===== config.mk =====
export PLATFORM = sky130hd
export DESIGN_NAME = demux_route_ctrl
export DESIGN_NICKNAME = d
export VERILOG_FILES = /design/src/rtl/demux_route_pkg.sv /design/src/rtl/route_sync_fifo.sv /design/src/rtl/demux_route_ctrl.sv
export SDC_FILE = /design/constraint.sdc
export NUM_CORES = 1
export LEC_CHECK = 0
export BUFFER_PORTS_ARGS = -buffer_cell sky130_fd_sc_hd__buf_2
export CORE_UTILIZATION = 47
export CTS_CLUSTER_SIZE = 20
export DETAILED_ROUTE_END_ITERATION = 8
export PLACE_DENSITY = 0.73
export SYNTH_ARGS = -nofsm -noshare
export SYNTH_HDL_FRONTEND = slang
export SYNTH_SLANG_ARGS = --single-unit

===== constraint.sdc =====
create_clock -name clk -period 5.9 [get_ports clk]
set_input_delay 0.295 -clock clk [delete_from_list [all_inputs] [get_ports clk]]
set_output_delay 0.295 -clock clk [all_outputs]
set_load 0.1 [all_outputs]

===== src/rtl/demux_route_pkg.sv =====
// Shared definitions for the demux routing controller: FSM encoding and FIFO entry layout.
package demux_route_pkg;

    localparam logic [1:0] IDLE  = 2'd0;
    localparam logic [1:0] SETUP = 2'd1;
    localparam logic [1:0] DRIVE = 2'd2;
    localparam logic [1:0] GAP   = 2'd3;

    localparam int ENTRY_W = 3;

    typedef struct packed {
        logic [1:0] dest;
        logic       data;
    } route_entry_t;

    function automatic route_entry_t pack_entry(input logic [1:0] dest, input logic data);
        route_entry_t e;
        e.dest = dest;
        e.data = data;
        return e;
    endfunction

endpackage


===== src/rtl/route_sync_fifo.sv =====
// Synchronous FIFO with pointer-plus-count bookkeeping; full and empty decoded from the count register.
module route_sync_fifo #(
    parameter int DEPTH = 4,
    parameter int WIDTH = 3
) (
    input  logic             clk,
    input  logic             rst_n,
    input  logic             push_i,
    input  logic [WIDTH-1:0] wdata_i,
    input  logic             pop_i,
    output logic [WIDTH-1:0] rdata_o,
    output logic             full_o,
    output logic             empty_o
);

    localparam int AW = $clog2(DEPTH);
    localparam int CW = AW + 1;
    localparam logic [AW-1:0] PTR_ONE   = AW'(1);
    localparam logic [CW-1:0] CNT_ONE   = CW'(1);
    localparam logic [CW-1:0] CNT_DEPTH = CW'(DEPTH);

    logic [WIDTH-1:0] mem_q [DEPTH];
    logic [AW-1:0]    wr_ptr_q, wr_ptr_d;
    logic [AW-1:0]    rd_ptr_q, rd_ptr_d;
    logic [CW-1:0]    count_q, count_d;
    logic             push_ok_s, pop_ok_s;

    assign full_o    = (count_q == CNT_DEPTH);
    assign empty_o   = (count_q == {CW{1'b0}});
    assign push_ok_s = push_i && !full_o;
    assign pop_ok_s  = pop_i && !empty_o;
    assign rdata_o   = mem_q[rd_ptr_q];

    // Next pointers and occupancy.
    always_comb begin
        wr_ptr_d = wr_ptr_q;
        rd_ptr_d = rd_ptr_q;
        count_d  = count_q;
        if (push_ok_s) begin
            wr_ptr_d = wr_ptr_q + PTR_ONE;
        end else begin
            wr_ptr_d = wr_ptr_q;
        end
        if (pop_ok_s) begin
            rd_ptr_d = rd_ptr_q + PTR_ONE;
        end else begin
            rd_ptr_d = rd_ptr_q;
        end
        case ({push_ok_s, pop_ok_s})
            2'b10:   count_d = count_q + CNT_ONE;
            2'b01:   count_d = count_q - CNT_ONE;
            default: count_d = count_q;
        endcase
    end

    // Pointer and count registers.
    always_ff @(posedge clk or negedge rst_n) begin
        if (!rst_n) begin
            wr_ptr_q <= {AW{1'b0}};
            rd_ptr_q <= {AW{1'b0}};
            count_q  <= {CW{1'b0}};
        end else begin
            wr_ptr_q <= wr_ptr_d;
            rd_ptr_q <= rd_ptr_d;
            count_q  <= count_d;
        end
    end

    // Storage; cleared on reset so a flushed FIFO never exposes stale requests.
    always_ff @(posedge clk or negedge rst_n) begin
        if (!rst_n) begin
            for (int i = 0; i < DEPTH; i++) begin
                mem_q[i] <= {WIDTH{1'b0}};
            end
        end else if (push_ok_s) begin
            mem_q[wr_ptr_q] <= wdata_i;
        end
    end

endmodule


===== src/rtl/demux_route_ctrl.sv =====
// Routing controller for a 1x4 demux: queues requests and drives s/f/en with a settle-pulse-gap sequence.
// Optional per-channel pulse statistics are built when DEMUX_STATS_EN is defined.
module demux_route_ctrl
    import demux_route_pkg::*;
#(
    parameter int DEPTH       = 4,
    parameter int HOLD_CYCLES = 4,
    parameter int GAP_CYCLES  = 1
`ifdef DEMUX_STATS_EN
    ,
    parameter int CNT_W       = 8
`endif
) (
    input  logic       clk,
    input  logic       rst_n,
    input  logic       in_valid,
    output logic       in_ready,
    input  logic [1:0] in_dest,
    input  logic       in_data,
    output logic       f,
    output logic       en,
    output logic [1:0] s,
    output logic       busy
`ifdef DEMUX_STATS_EN
    ,
    output logic [4*CNT_W-1:0] chan_cnt
`endif
);

    localparam int MAX_CNT = (HOLD_CYCLES > GAP_CYCLES) ? HOLD_CYCLES : GAP_CYCLES;
    localparam int CW      = (MAX_CNT > 1) ? $clog2(MAX_CNT) : 1;
    localparam logic [CW-1:0] HOLD_LD = CW'(HOLD_CYCLES - 1);
    localparam logic [CW-1:0] GAP_LD  = CW'(GAP_CYCLES - 1);
    localparam logic [CW-1:0] CNT_ONE = CW'(1);

    logic [1:0]         state_q, state_d;
    logic [CW-1:0]      cnt_q, cnt_d;
    logic [1:0]         s_q, s_d;
    logic               f_q, f_d;
    logic               en_q, en_d;
    logic               push_s, pop_s;
    logic               fifo_full_s, fifo_empty_s;
    logic [ENTRY_W-1:0] wdata_s, rdata_s;
    route_entry_t       head_s;

    assign push_s   = in_valid && !fifo_full_s;
    assign in_ready = !fifo_full_s;
    assign wdata_s  = pack_entry(in_dest, in_data);
    assign head_s   = route_entry_t'(rdata_s);

    route_sync_fifo #(
        .DEPTH (DEPTH),
        .WIDTH (ENTRY_W)
    ) u_fifo (
        .clk     (clk),
        .rst_n   (rst_n),
        .push_i  (push_s),
        .wdata_i (wdata_s),
        .pop_i   (pop_s),
        .rdata_o (rdata_s),
        .full_o  (fifo_full_s),
        .empty_o (fifo_empty_s)
    );

    // Sequencer: s/f only load on a pop, which is only taken from IDLE or the end of GAP (en low).
    always_comb begin
        state_d = state_q;
        cnt_d   = cnt_q;
        s_d     = s_q;
        f_d     = f_q;
        pop_s   = 1'b0;
        case (state_q)
            IDLE: begin
                if (!fifo_empty_s) begin
                    pop_s   = 1'b1;
                    s_d     = head_s.dest;
                    f_d     = head_s.data;
                    state_d = SETUP;
                    cnt_d   = {CW{1'b0}};
                end else begin
                    state_d = IDLE;
                end
            end
            SETUP: begin
                state_d = DRIVE;
                cnt_d   = HOLD_LD;
            end
            DRIVE: begin
                if (cnt_q == {CW{1'b0}}) begin
                    state_d = GAP;
                    cnt_d   = GAP_LD;
                end else begin
                    cnt_d   = cnt_q - CNT_ONE;
                end
            end
            GAP: begin
                if (cnt_q != {CW{1'b0}}) begin
                    cnt_d   = cnt_q - CNT_ONE;
                end else if (!fifo_empty_s) begin
                    pop_s   = 1'b1;
                    s_d     = head_s.dest;
                    f_d     = head_s.data;
                    state_d = SETUP;
                    cnt_d   = {CW{1'b0}};
                end else begin
                    state_d = IDLE;
                    cnt_d   = {CW{1'b0}};
                end
            end
            default: begin
                state_d = IDLE;
                cnt_d   = {CW{1'b0}};
            end
        endcase
        en_d = (state_d == DRIVE);
    end

    // Sequencer and output registers; en comes straight from a flop.
    always_ff @(posedge clk or negedge rst_n) begin
        if (!rst_n) begin
            state_q <= IDLE;
            cnt_q   <= {CW{1'b0}};
            s_q     <= 2'b00;
            f_q     <= 1'b0;
            en_q    <= 1'b0;
        end else begin
            state_q <= state_d;
            cnt_q   <= cnt_d;
            s_q     <= s_d;
            f_q     <= f_d;
            en_q    <= en_d;
        end
    end

    assign s    = s_q;
    assign f    = f_q;
    assign en   = en_q;
    assign busy = (state_q != IDLE) || !fifo_empty_s;

`ifdef DEMUX_STATS_EN
    logic [CNT_W-1:0] chan_q [4];

    function automatic logic [CNT_W-1:0] sat_inc(input logic [CNT_W-1:0] v);
        return (&v) ? v : v + CNT_W'(1);
    endfunction

    // A pulse is counted on the SETUP->DRIVE edge, i.e. the first DRIVE cycle.
    always_ff @(posedge clk or negedge rst_n) begin
        if (!rst_n) begin
            for (int k = 0; k < 4; k++) begin
                chan_q[k] <= {CNT_W{1'b0}};
            end
        end else if (state_q == SETUP) begin
            chan_q[s_q] <= sat_inc(chan_q[s_q]);
        end
    end

    for (genvar k = 0; k < 4; k++) begin : g_chan
        assign chan_cnt[k*CNT_W +: CNT_W] = chan_q[k];
    end
`endif

endmodule


==> metrics list, run 1 <==
- TritonCTS clock tree: built
- The worst setup path is captured at a register.
* Pin count of the biggest net entering global routing: 28
- After synthesis the cells add up to 1380 um^2.
- After detailed routing, the average wire length per cell comes to 14.7 um.
- Along the worst hold path, the cell count comes to 2.
- Ys Warns: 0
- RSZ-0062 raised after global routing: false
- The core region is 2760 um^2.
- Final net count: 136
* Post-synth cell types: 31
* Number of synthesized flops with an enable pin: 0
- The clock net in this run drives a total of 27 sinks.
* Critical Path Source Type: register
- Remaining Overflow, GRT: 0
- Detail Placement HPWL: 1620 um
- Clock latency of the later-clocked register in the worst-skew pair: 0.32 ns
- Summed over all failing endpoints, the final setup total negative slack is 0 ns.
- Summed over all layers, the routed wires come to 2200 um.
- Cells with a size suffix above 1 make up 33.6% of the layout.
- Most used flip-flop cell after synthesis: dfrtp_1
- After synthesis, the share of flip-flops with an asynchronous set or reset is 100%.
- The tightest min-delay check is of the input pin to register type.
- The floorplan step defined a die boundary enclosing 3150 um^2.
- In this run the tightest slew margin relative to its limit is 59.9%.
- Largest cells by area after synthesis: dfrtp_1 49%, mux2_2 12%, ha_1 8.2%, mux4_2 4.9%, nand3_2 2.9%
- In this run the core area contains 19 standard-cell rows.
- Across the routed clock network, the largest skew measured is 0.00531 ns.
* Number of iterations in the first detailed-routing pass: 4
- Worst Reg-to-Reg Cells: 10
* Area growth from synthesis to layout: 8.35%
- Setup slack of the worst register-to-register path: 3.55 ns
- Using the TritonRoute via totals, the vias-per-cell ratio works out to 5.57.
- Gp weighted congestion: 0.843
- Detail Route Antenna Nets: 0
- Final worst path period share: 39.8%
* Net Count, Synth: 122
- Buffer levels on the longest clock path: 2
* Largest area contributor in the synthesized netlist: dfrtp_1
- Count of H-tree levels built during CTS: 1
* Post-Synthesis Mean Instance Area: 13.0 um^2
- Final count of pins violating max slew: 0
- The synthesized design contains 27 register bits.
- The run finished with clean final reports.
- Setup violations remaining at the end of the flow were counted as 0.
- Root buffer cell: clkbuf_4
- Antenna diodes: 0
* Shortest clock period the worst path allows after layout: 2.35 ns
- Number of buffers created by CTS: 3
- The tool flagged a number of max-cap violations equal to 0.
- Counting every instance in the synthesized netlist gives 106.
* Highest Clock Rate: 0.426 GHz
- After clock tree synthesis, the clock-pin slew on the worst setup and hold paths is 0.14 ns.
- STA puts the critical path data required time at 6.16 ns.
* Initial Utilization: 50.0%
- In this run the vertical extent of the chip is 56.2 um.
- Across all layers, the routed design uses 836 vias.
- DR iter-0 viols: 6
- Final hold violations: 0
* Worst Path Max Fanout: 6
- The via count of the first global-routing pass came to 897.
* Transition time at the pin with the least slew margin: 0.601 ns
- Post-route DRC: 0
- For the worst setup path, the data arrival time is 2.60 ns.
* Number of instances resized during post-cts repair: 0
* Yosys top cell area share: 49.0%
- Summing the sequential cell areas from Yosys gives 49.0% of the chip area.
- Width of the die: 56.2 um
- In this run the count of I/O pins placed on the die edge is 12.
* Number of antenna violations at the first check in global routing: 0
- The first global-routing pass estimated 4110 um of wire.
* Setup CP Type: register to register
- Input and output buffers added on the ports amount to 11.
* Total GRT Usage: 16.8%
[cell type report]
cell class	instances	area [um^2]
multi-input cells	67	654
repair buffers	12	65.1
inverters	9	33.8
clock buffers	4	26.3
fillers	243	1260
flip-flops and latches	27	676
well taps	31	38.8
[repair_timing]
| action | in CTS | in global routing |
|---|---|---|
| hold buffers | 1 | 0 |
| endpoints found under the setup margin | 0 | 0 |
| endpoints found under the hold margin | 27 | 0 |
| setup buffers | 0 | 0 |
[critical path: stages (launching register included)]
cell,delay (ns)
dfrtp_1,0.46
ha_1,0.22
nor3b_1,0.28
o211ai_1,0.16
inv_1,0.09
ha_1,0.20
inv_1,0.07
fa_1,0.38
xor2_1,0.15
nor2_1,0.12
xor2_1,0.15
[layout by cell type (no fill, tap or decap), drive strengths merged, types with 2 or more instances in the layout]
cell / synthesis / routed
o21ai: 2 / 2
xor2: 2 / 2
mux2: 16 / 16
clkbuf: 0 / 4
ha: 9 / 9
xnor2: 4 / 4
buf: 3 / 11
inv: 9 / 9
dfrtp: 27 / 27
nor2: 3 / 3
nand2: 5 / 5
nor3: 3 / 3
nand3: 4 / 4
mux4: 3 / 3
[state kept, by name, summed over array words and instances (netlist names)]
signal           flops
f                    1
u_fifo.count_q       3
cnt_q                2
s                    2
en                   1
u_fifo.mem_q        12
u_fifo.wr_ptr_q      2
u_fifo.rd_ptr_q      2
state_q              2
[synthesized netlist by cell type, drive strengths merged, types with 2 or more instances]
cell   instances
buf            3
dfrtp         27
ha             9
inv            9
mux2          16
mux4           3
nand2          5
nand3          4
nor2           3
nor3           3
o21ai          2
xnor2          4
xor2           2
[metal layers]
metal | up-vias | routed length [um] | track usage [%]
met2 | 20 | 1040 | 27.9
met1 | 417 | 1040 | 22.0
met3 | 4 | 95 | 4.65
met4 | 0 | 29 | 3.83
met5 | - | 0 | 0
li1 | 395 | - | -
[cells by family after synthesis]
kind of cell               share of synthesized area [%]
DFF                                                 49.0
and+or+nand+nor                                     9.80
xor gates and xnor gates                            3.81
AOI/OAI and AO/OA                                   5.54
adders and majority gates                           9.62
muxes                                               18.7
buffers and inverters                               3.54
[per-stage QoR]
step	worst slack (ns)	util (%)	cell area (um^2)	std cells	hold slack, ns
2_1_floorplan	3.59	-	1380	106	-0.000591
3_3_place_gp	3.73	52.9	1460	145	0.332
3_5_place_dp	3.58	52.9	1460	145	0.342
4_1_cts	3.56	54.2	1490	150	0.226
5_1_grt	3.34	54.2	1490	150	0.232
6_report	3.55	54.2	1490	150	0.239
[worst paths after layout]
kind                                  from                end
min in group asynchronous            rst_n    u_fifo.mem_q[2]
worst max-delay path            state_q[1]  u_fifo.count_q[2]
max in group asynchronous            rst_n         state_q[0]
worst min register to register        s[0]               s[0]
worst min-delay path            in_dest[1]    u_fifo.mem_q[2]
worst max register to register  state_q[1]  u_fifo.count_q[2]
Power of run 1 is left out: the tool's default activity adds up to more than one toggle a clock period on the data nets, which glitch-free logic cannot reach.
==> run 2, diff against run 1 <==
- ABC_AREA: default -> 1
- PLACE_DENSITY: 0.73 -> 0.76
- clock period: 5.9 -> 2 ns (I/O delays scaled with it)
==> metrics list, run 2 <==
- During synthesis, Yosys emitted a total of 0 warnings.
- Port buffering added 11 buffers.
- At the later pin of the worst-skew pair, clock insertion delay measures 0.33 ns.
- Most instantiated library cell after synthesis: nand2_1
- Average via count per standard cell: 5.27
* CP endpoint kind: register
- The die covers 3260 um^2.
* Initial Utilization: 50.5%
- Worst slew margin relative to its limit: 60.3%
- Most used flip-flop cell after synthesis: dfrtp_1
- Crit path arrival time: 2.24 ns
* Placed instance count: 201
* Final net count: 198
* Number of buffers created by CTS: 3
* Chip height: 57.1 um
* Via count of the first global-routing pass: 1044
- TritonCTS built the clock tree.
- The first global-routing pass estimated 4530 um of wire.
- Width of the die: 57.1 um
- dfrtp_1 takes more of the synthesized area than any other cell.
- Routability-driven placement finished with a final weighted congestion of 0.809.
- Area growth from synthesis to layout: 18.9%
- The routed layout has 1118 vias.
* Total Negative Setup Slacks: -0.0119 ns
- Post-route DRC: 2
* Total GRT Usage: 18.0%
- In this run the worst path has a maximum fanout of 3.
* Count of H-tree levels built during CTS: 1
* Antenna diodes: 0
- Setup repair after global routing could not meet its margin everywhere.
- Area inside the core boundary: 2830 um^2
* Detailed-routed wire length on met2: 1380 um
* Final setup vio count: 1
- The first TritonRoute pass finished after 6 iterations.
- Counting instances, the worst hold path has a depth of 3.
- After layout, the worst setup slack is -0.0119 ns.
- Clock transition at the registers of the reported paths: 0.15 ns
* Net Count, Synth: 171
- Layout cells sized above 1: 30.9%
* Core Util, Final: 60.1%
- Finished Cell Area: 1700 um^2
* Post-synth cell types: 25
* Highest Clock Rate: 0.497 GHz
- Final count of pins violating max slew: 0
- Mapped cell area: 1430 um^2
- For hold timing, the worst endpoint is u_fifo.mem_q[11].
- Post-synthesis sequential area ratio: 47.3%
* Detail Route Antenna Nets: 0
- In this run the most critical hold path is launched from in_dest[1].
- Most instantiated cells after synthesis: 28 x nand2_1, 27 x dfrtp_1, 17 x o21ai_1, 16 x inv_1, 12 x nor2_1
* Shortest clock period the worst path allows after layout: 2.01 ns
- Buffer levels on the longest clock path: 2
- Class of the worst hold path: input pin to register
* FF+latch count, synth: 27
* Commonest cells after routing, fill and taps aside: 26 x nand2_1, 26 x dfrtp_1, 18 x o21ai_1
* Leading registers by flop count: u_fifo.mem_q (12), u_fifo.count_q (3)
* Root buffer cell: clkbuf_4
* Setup slack of the worst register-to-register path: -0.01 ns
- Met1 Wirelength: 1270 um
* Post-Synthesis Mean Instance Area: 9.22 um^2
- The floorplan has 19 rows.
* Flip-flop count of the largest register after layout: 12
- STA classifies the critical path startpoint as a register.
- After detailed routing, the average wire length per cell comes to 13.2 um.
- Data on the critical path is required at its endpoint by 2.23 ns.
* Count of pins on the block boundary: 12
* Result of the run: complete, but fails checks
* Failing checks: design-rule violations, negative setup slack
* Fraction of registers with async set/reset: 100%
* Register ranked first by flip-flop count: u_fifo.mem_q
- Transition time at the pin with the least slew margin: 0.595 ns
* Setup CP Type: register to register
- Number of max-capacitance violations reported: 0
- Routed signal wires occupy layers up through met4.
* Worst flop-to-flop path endpoint: u_fifo.count_q[2]
- After synthesis, the largest area contributor takes up 47.3% of total cell area.
- After detailed placement, the total cell area comes to 1560 um^2.
- After layout, the worst path uses 101% of the clock period.
- DR iter-0 viols: 33
- Clock Sinks: 27
- The final number of hold-violating endpoints was 0.
- The number of antenna violations at the first check in global routing was 0.
- Remaining Overflow, GRT: 0
- Summed over all layers, the routed wires come to 2800 um.
* Largest cells by area after synthesis: dfrtp_1 47%, ha_1 7.9%, nand2_1 7.4%, o21ai_1 6.0%, inv_1 4.2%
- Worst reg2reg startpoint: state_q[0]
- Counting cells, the worst reg-to-reg path comes to 12.
- Pin count of the biggest net entering global routing: 28
* Layout Skew: 0.00752 ns
* Number of synthesized flops with an enable pin: 0
- Met3 Wirelength: 106 um
- Detailed placement finished with a half-perimeter wire length of 1960 um.
* Post-synthesis instance total: 155
- Leaving out filler cells and counting taps, the final layout contains 212.
## run 2: changes by cell type after synthesis, moves of 5 or more
cell     previous run  this run
a21oi_1             0         6
inv_1               9        16
mux2_2             15         0
nand2_1             4        28
nand2_4             0         5
nor2_1              3        12
o21ai_0             2         9
o21ai_1             0        17
## run 2: how the worst max path moves through the flow
stage / startpoint / to / slack (ns) / cells after the start
after floorplan: state_q[1] / u_fifo.count_q[2] / 0.04 / 11
after global placement: state_q[0] / u_fifo.count_q[2] / 0.1 / 11
after detailed placement: state_q[0] / u_fifo.count_q[2] / -0.009 / 11
after CTS: state_q[1] / u_fifo.count_q[2] / 0.005 / 11
after global routing: state_q[0] / u_fifo.count_q[2] / -0.1 / 12
final: state_q[0] / u_fifo.count_q[2] / -0.01 / 12
## run 2: cells by family (layout without fill, tap and decap cells)
kind of cell,count (synthesis),after routing,share of synthesized area (%)
AND/OR/NAND/NOR,55,55,20.5
XOR/XNOR,4,4,2.45
AO/OA/AOI/OAI,38,38,14.4
flip-flops,27,27,47.3
adder cells (fa/ha/maj),10,10,9.28
buffers and inverters,21,47,6.04
## run 2: worst max-delay path, stage by stage, from the launching register on
cell     delay, ns
dfrtp_1       0.43
buf_6         0.12
ha_4          0.12
nand2_2       0.05
nand2_2       0.07
nand3_2       0.09
inv_2         0.08
ha_4          0.12
inv_2         0.04
fa_2          0.37
a21oi_2       0.17
o21ai_2       0.08
xor2_1        0.16
## run 2: layer usage
metal	global-route usage (%)	vias to the layer above
li1	-	549
met1	23.6	534
met2	30.4	29
met3	2.72	6
met4	6.62	0
met5	0	-
## run 2: metrics by stage
step | hold slack (ns) | worst slack (ns)
after detailed placement | 0.144 | -0.00894
after floorplan | -0.196 | 0.0398
after CTS | 0.0401 | 0.00477
after global routing | 0.0459 | -0.0992
final | 0.0428 | -0.0119
after global placement | 0.131 | 0.0975
## run 2: area by class of cell
class | instances | area, um^2
Inverter | 21 | 86.3
Clock inverter | 1 | 7.51
Tap cell | 31 | 38.8
Multi-Input combinational cell | 107 | 719
Clock buffer | 3 | 22.5
Fill cell | 242 | 1130
Sequential cell | 27 | 677
Timing Repair Buffer | 22 | 148
## run 2: what timing repair did
item / 4_1_cts / 5_1_grt
endpoints found under the setup margin: 1 / 2
pin swaps: 1 / 7
hold endpoints to repair: 27 / 0
hold buffers: 1 / 0
setup buffers: 1 / 5
resized for setup: 2 / 17
Power of run 2 is left out for the same reason.
==> run 3, diff against run 2 <==
- CORE_UTILIZATION: 47 -> 52
- PLACE_DENSITY: 0.76 -> 0.82
==> metrics list, run 3 (synthesis gave the netlist of run 2 again) <==
- Number of antenna violations at the first check in global routing: 0
* DP Worst Slack: 0.0178 ns
* Crit path arrival time: 2.16 ns
* Filler instances: 206
- The HPWL after detailed placement is 1890 um.
- Initial Utilization: 56.1%
- Among cell families on the critical path, the largest total delay comes from adder cells.
- Pin count of the biggest net entering global routing: 28
* Final setup vio count: 0
- The count of nets left with antenna violations once routing finished came out at 0.
- Met1 Wirelength: 1210 um
* Count of input and output buffers: 11
* Count of pins on the block boundary: 12
* CP endpoint kind: register
* Setup slack of the worst register-to-register path: 0.06 ns
* Top layer reached by signal wires: met4
- The library cell used most frequently in the layout, excluding fill and tap cells, is nand2_1.
* Average via count per standard cell: 5.22
- Critical Path RT: 2.23 ns
- In the final layout, the share of cells above drive strength 1 is 28.5%.
* Post-route DRC: 0
- The tree built by TritonCTS fans out to 27 sinks.
- Worst Path Max Fanout: 5
- Hold path cells: 3
- Flip-flop count of the largest register after layout: 12
- Register ranked first by flip-flop count: u_fifo.mem_q
- The final number of hold-violating endpoints came to 0.
- For this run, the detailed router's first-pass iteration total came to 4.
- Slowest cell delay on critical path: 0.47 ns
- TritonCTS clock tree: built
- Critical Path Source Type: register
* Remaining Overflow, GRT: 0
- Among all stages on the critical path, the largest delay is contributed by dfrtp_2.
- Worst slew margin relative to its limit: 60.2%
- Row Count: 18
* Result of the run: complete, no violations
- Of the available clock period, the critical path in the final layout requires 96.8%.
- Logic depth of the worst setup path including buffers: 11
* Crit path from: cnt_q[0]
* Setup crit end: u_fifo.count_q[2]
- Commonest cells after routing, fill and taps aside: 28 x nand2_1, 25 x dfrtp_1, 18 x o21ai_1
* Die Footprint: 2960 um^2
- For this block, the initial DRC count from the detailed router was 31.
* Setup CP Type: register to register
* Clock transition at the registers of the reported paths: 0.15 ns
- For this run, the share of the core covered by cells in the final layout is 64.6%.
- The via count of the first global-routing pass is 953.
- Width of the die: 54.4 um
- DRT Wirelength: 2580 um
- Layout Skew: 0.00815 ns
* Area inside the core boundary: 2540 um^2
- At the end of the flow, the number of nets in the layout was 196.
- The detailed router placed 1090 vias in this run.
- Shortest clock period the worst path allows after layout: 1.94 ns
- The final count of pins violating max slew is 0.
- CTS built an H-tree with a depth of 1.
- In this run the vertical extent of the chip is 54.4 um.
- Buffering stage count on the worst path with inverters included: 2
* Gp weighted congestion: 0.842
* Number of max-capacitance violations reported: 0
- Finished Cell Area: 1640 um^2
- Root buffer cell: clkbuf_4
- Detailed-routed wire length on met2: 1240 um
- Buffers inserted during clock tree synthesis total 3.
- No sink is reached through more buffers than the 2 on the longest clock path.
* Antenna diodes: 0
- The routed design uses 91 um of met3 wire.
* Transition time at the pin with the least slew margin: 0.596 ns
- Leading registers by flop count: u_fifo.mem_q (12), u_fifo.count_q (3)
- Wire per inst: 12.3 um
- The worst hold path begins at in_data.
* Sequential cell area: 678 um^2
* Worst flop-to-flop path endpoint: u_fifo.count_q[2]
* Cell Area, Placed: 1560 um^2
* Highest Clock Rate: 0.517 GHz
* Area growth from synthesis to layout: 15.0%
* Worst path setup slack after routing: 0.0645 ns
- Class of the worst hold path: input pin to register
- Crit path cell chain: nor2_4, nand2_1, nand2_1, nand3_2, inv_2, ha_2, inv_2, fa_2, a21oi_2, o21ai_1, xor2_1
- Counting cells, the worst reg-to-reg path comes to 11.
- In the final layout, the multi-input gates occupy 688 um^2.
- Clock latency of the later-clocked register in the worst-skew pair: 0.33 ns
- For this run, the total global-route usage over all layers was measured as 18.6%.
* Worst reg2reg startpoint: cnt_q[0]
* First-pass GRT wire length: 3980 um
run 3: worst min path at each step:
| stage | to | slack (ns) |
|---|---|---|
| global route | u_fifo.mem_q[9] | 0.08 |
| CTS | u_fifo.mem_q[3] | 0.05 |
| detailed placement | en | 0.14 |
| floorplan | cnt_q[0] | -0.20 |
| finish | u_fifo.mem_q[3] | 0.05 |
| global placement | en | 0.13 |
run 3: through the flow:
| step | cells | setup TNS, ns | hold slack (ns) |
|---|---|---|---|
| 2_1_floorplan | 155 | 0 | -0.196 |
| 3_3_place_gp | 201 | 0 | 0.131 |
| 3_5_place_dp | 201 | 0 | 0.144 |
| 4_1_cts | 206 | 0 | 0.0496 |
| 5_1_grt | 209 | -0.00806 | 0.0752 |
| 6_report | 209 | 0 | 0.0505 |
run 3: cell type report:
type | instances | share of cell area [%]
clock inverter | 1 | 0.305
sequential | 27 | 41.3
inverter | 21 | 5.26
multi-input combinational | 107 | 41.9
clock buffer | 3 | 1.37
tap | 30 | 2.28
timing repair buffer | 20 | 7.62
run 3: what timing repair did:
item / 4_1_cts / 5_1_grt
hold buffers: 1 / 0
pin swaps: 0 / 6
buffers inserted: 0 / 3
gates resized for setup: 1 / 9
setup endpoints to repair: 1 / 2
endpoints found under the hold margin: 27 / 0
run 3: routing by layer:
metal,GRT usage (%),vias up
met5,0,-
met4,6.41,0
met3,2.50,5
met2,30.9,27
met1,24.8,513
li1,-,545
run 3: worst register-to-register path: stages, from the launching register on:
cell and delay, ns:
dfrtp_2 0.47, nor2_4 0.17, nand2_1 0.07, nand2_1 0.08, nand3_2 0.09, inv_2 0.07, ha_2 0.16, inv_2 0.04
fa_2 0.36, a21oi_2 0.11, o21ai_1 0.08, xor2_1 0.14
Power of run 3 is left out for the same reason.
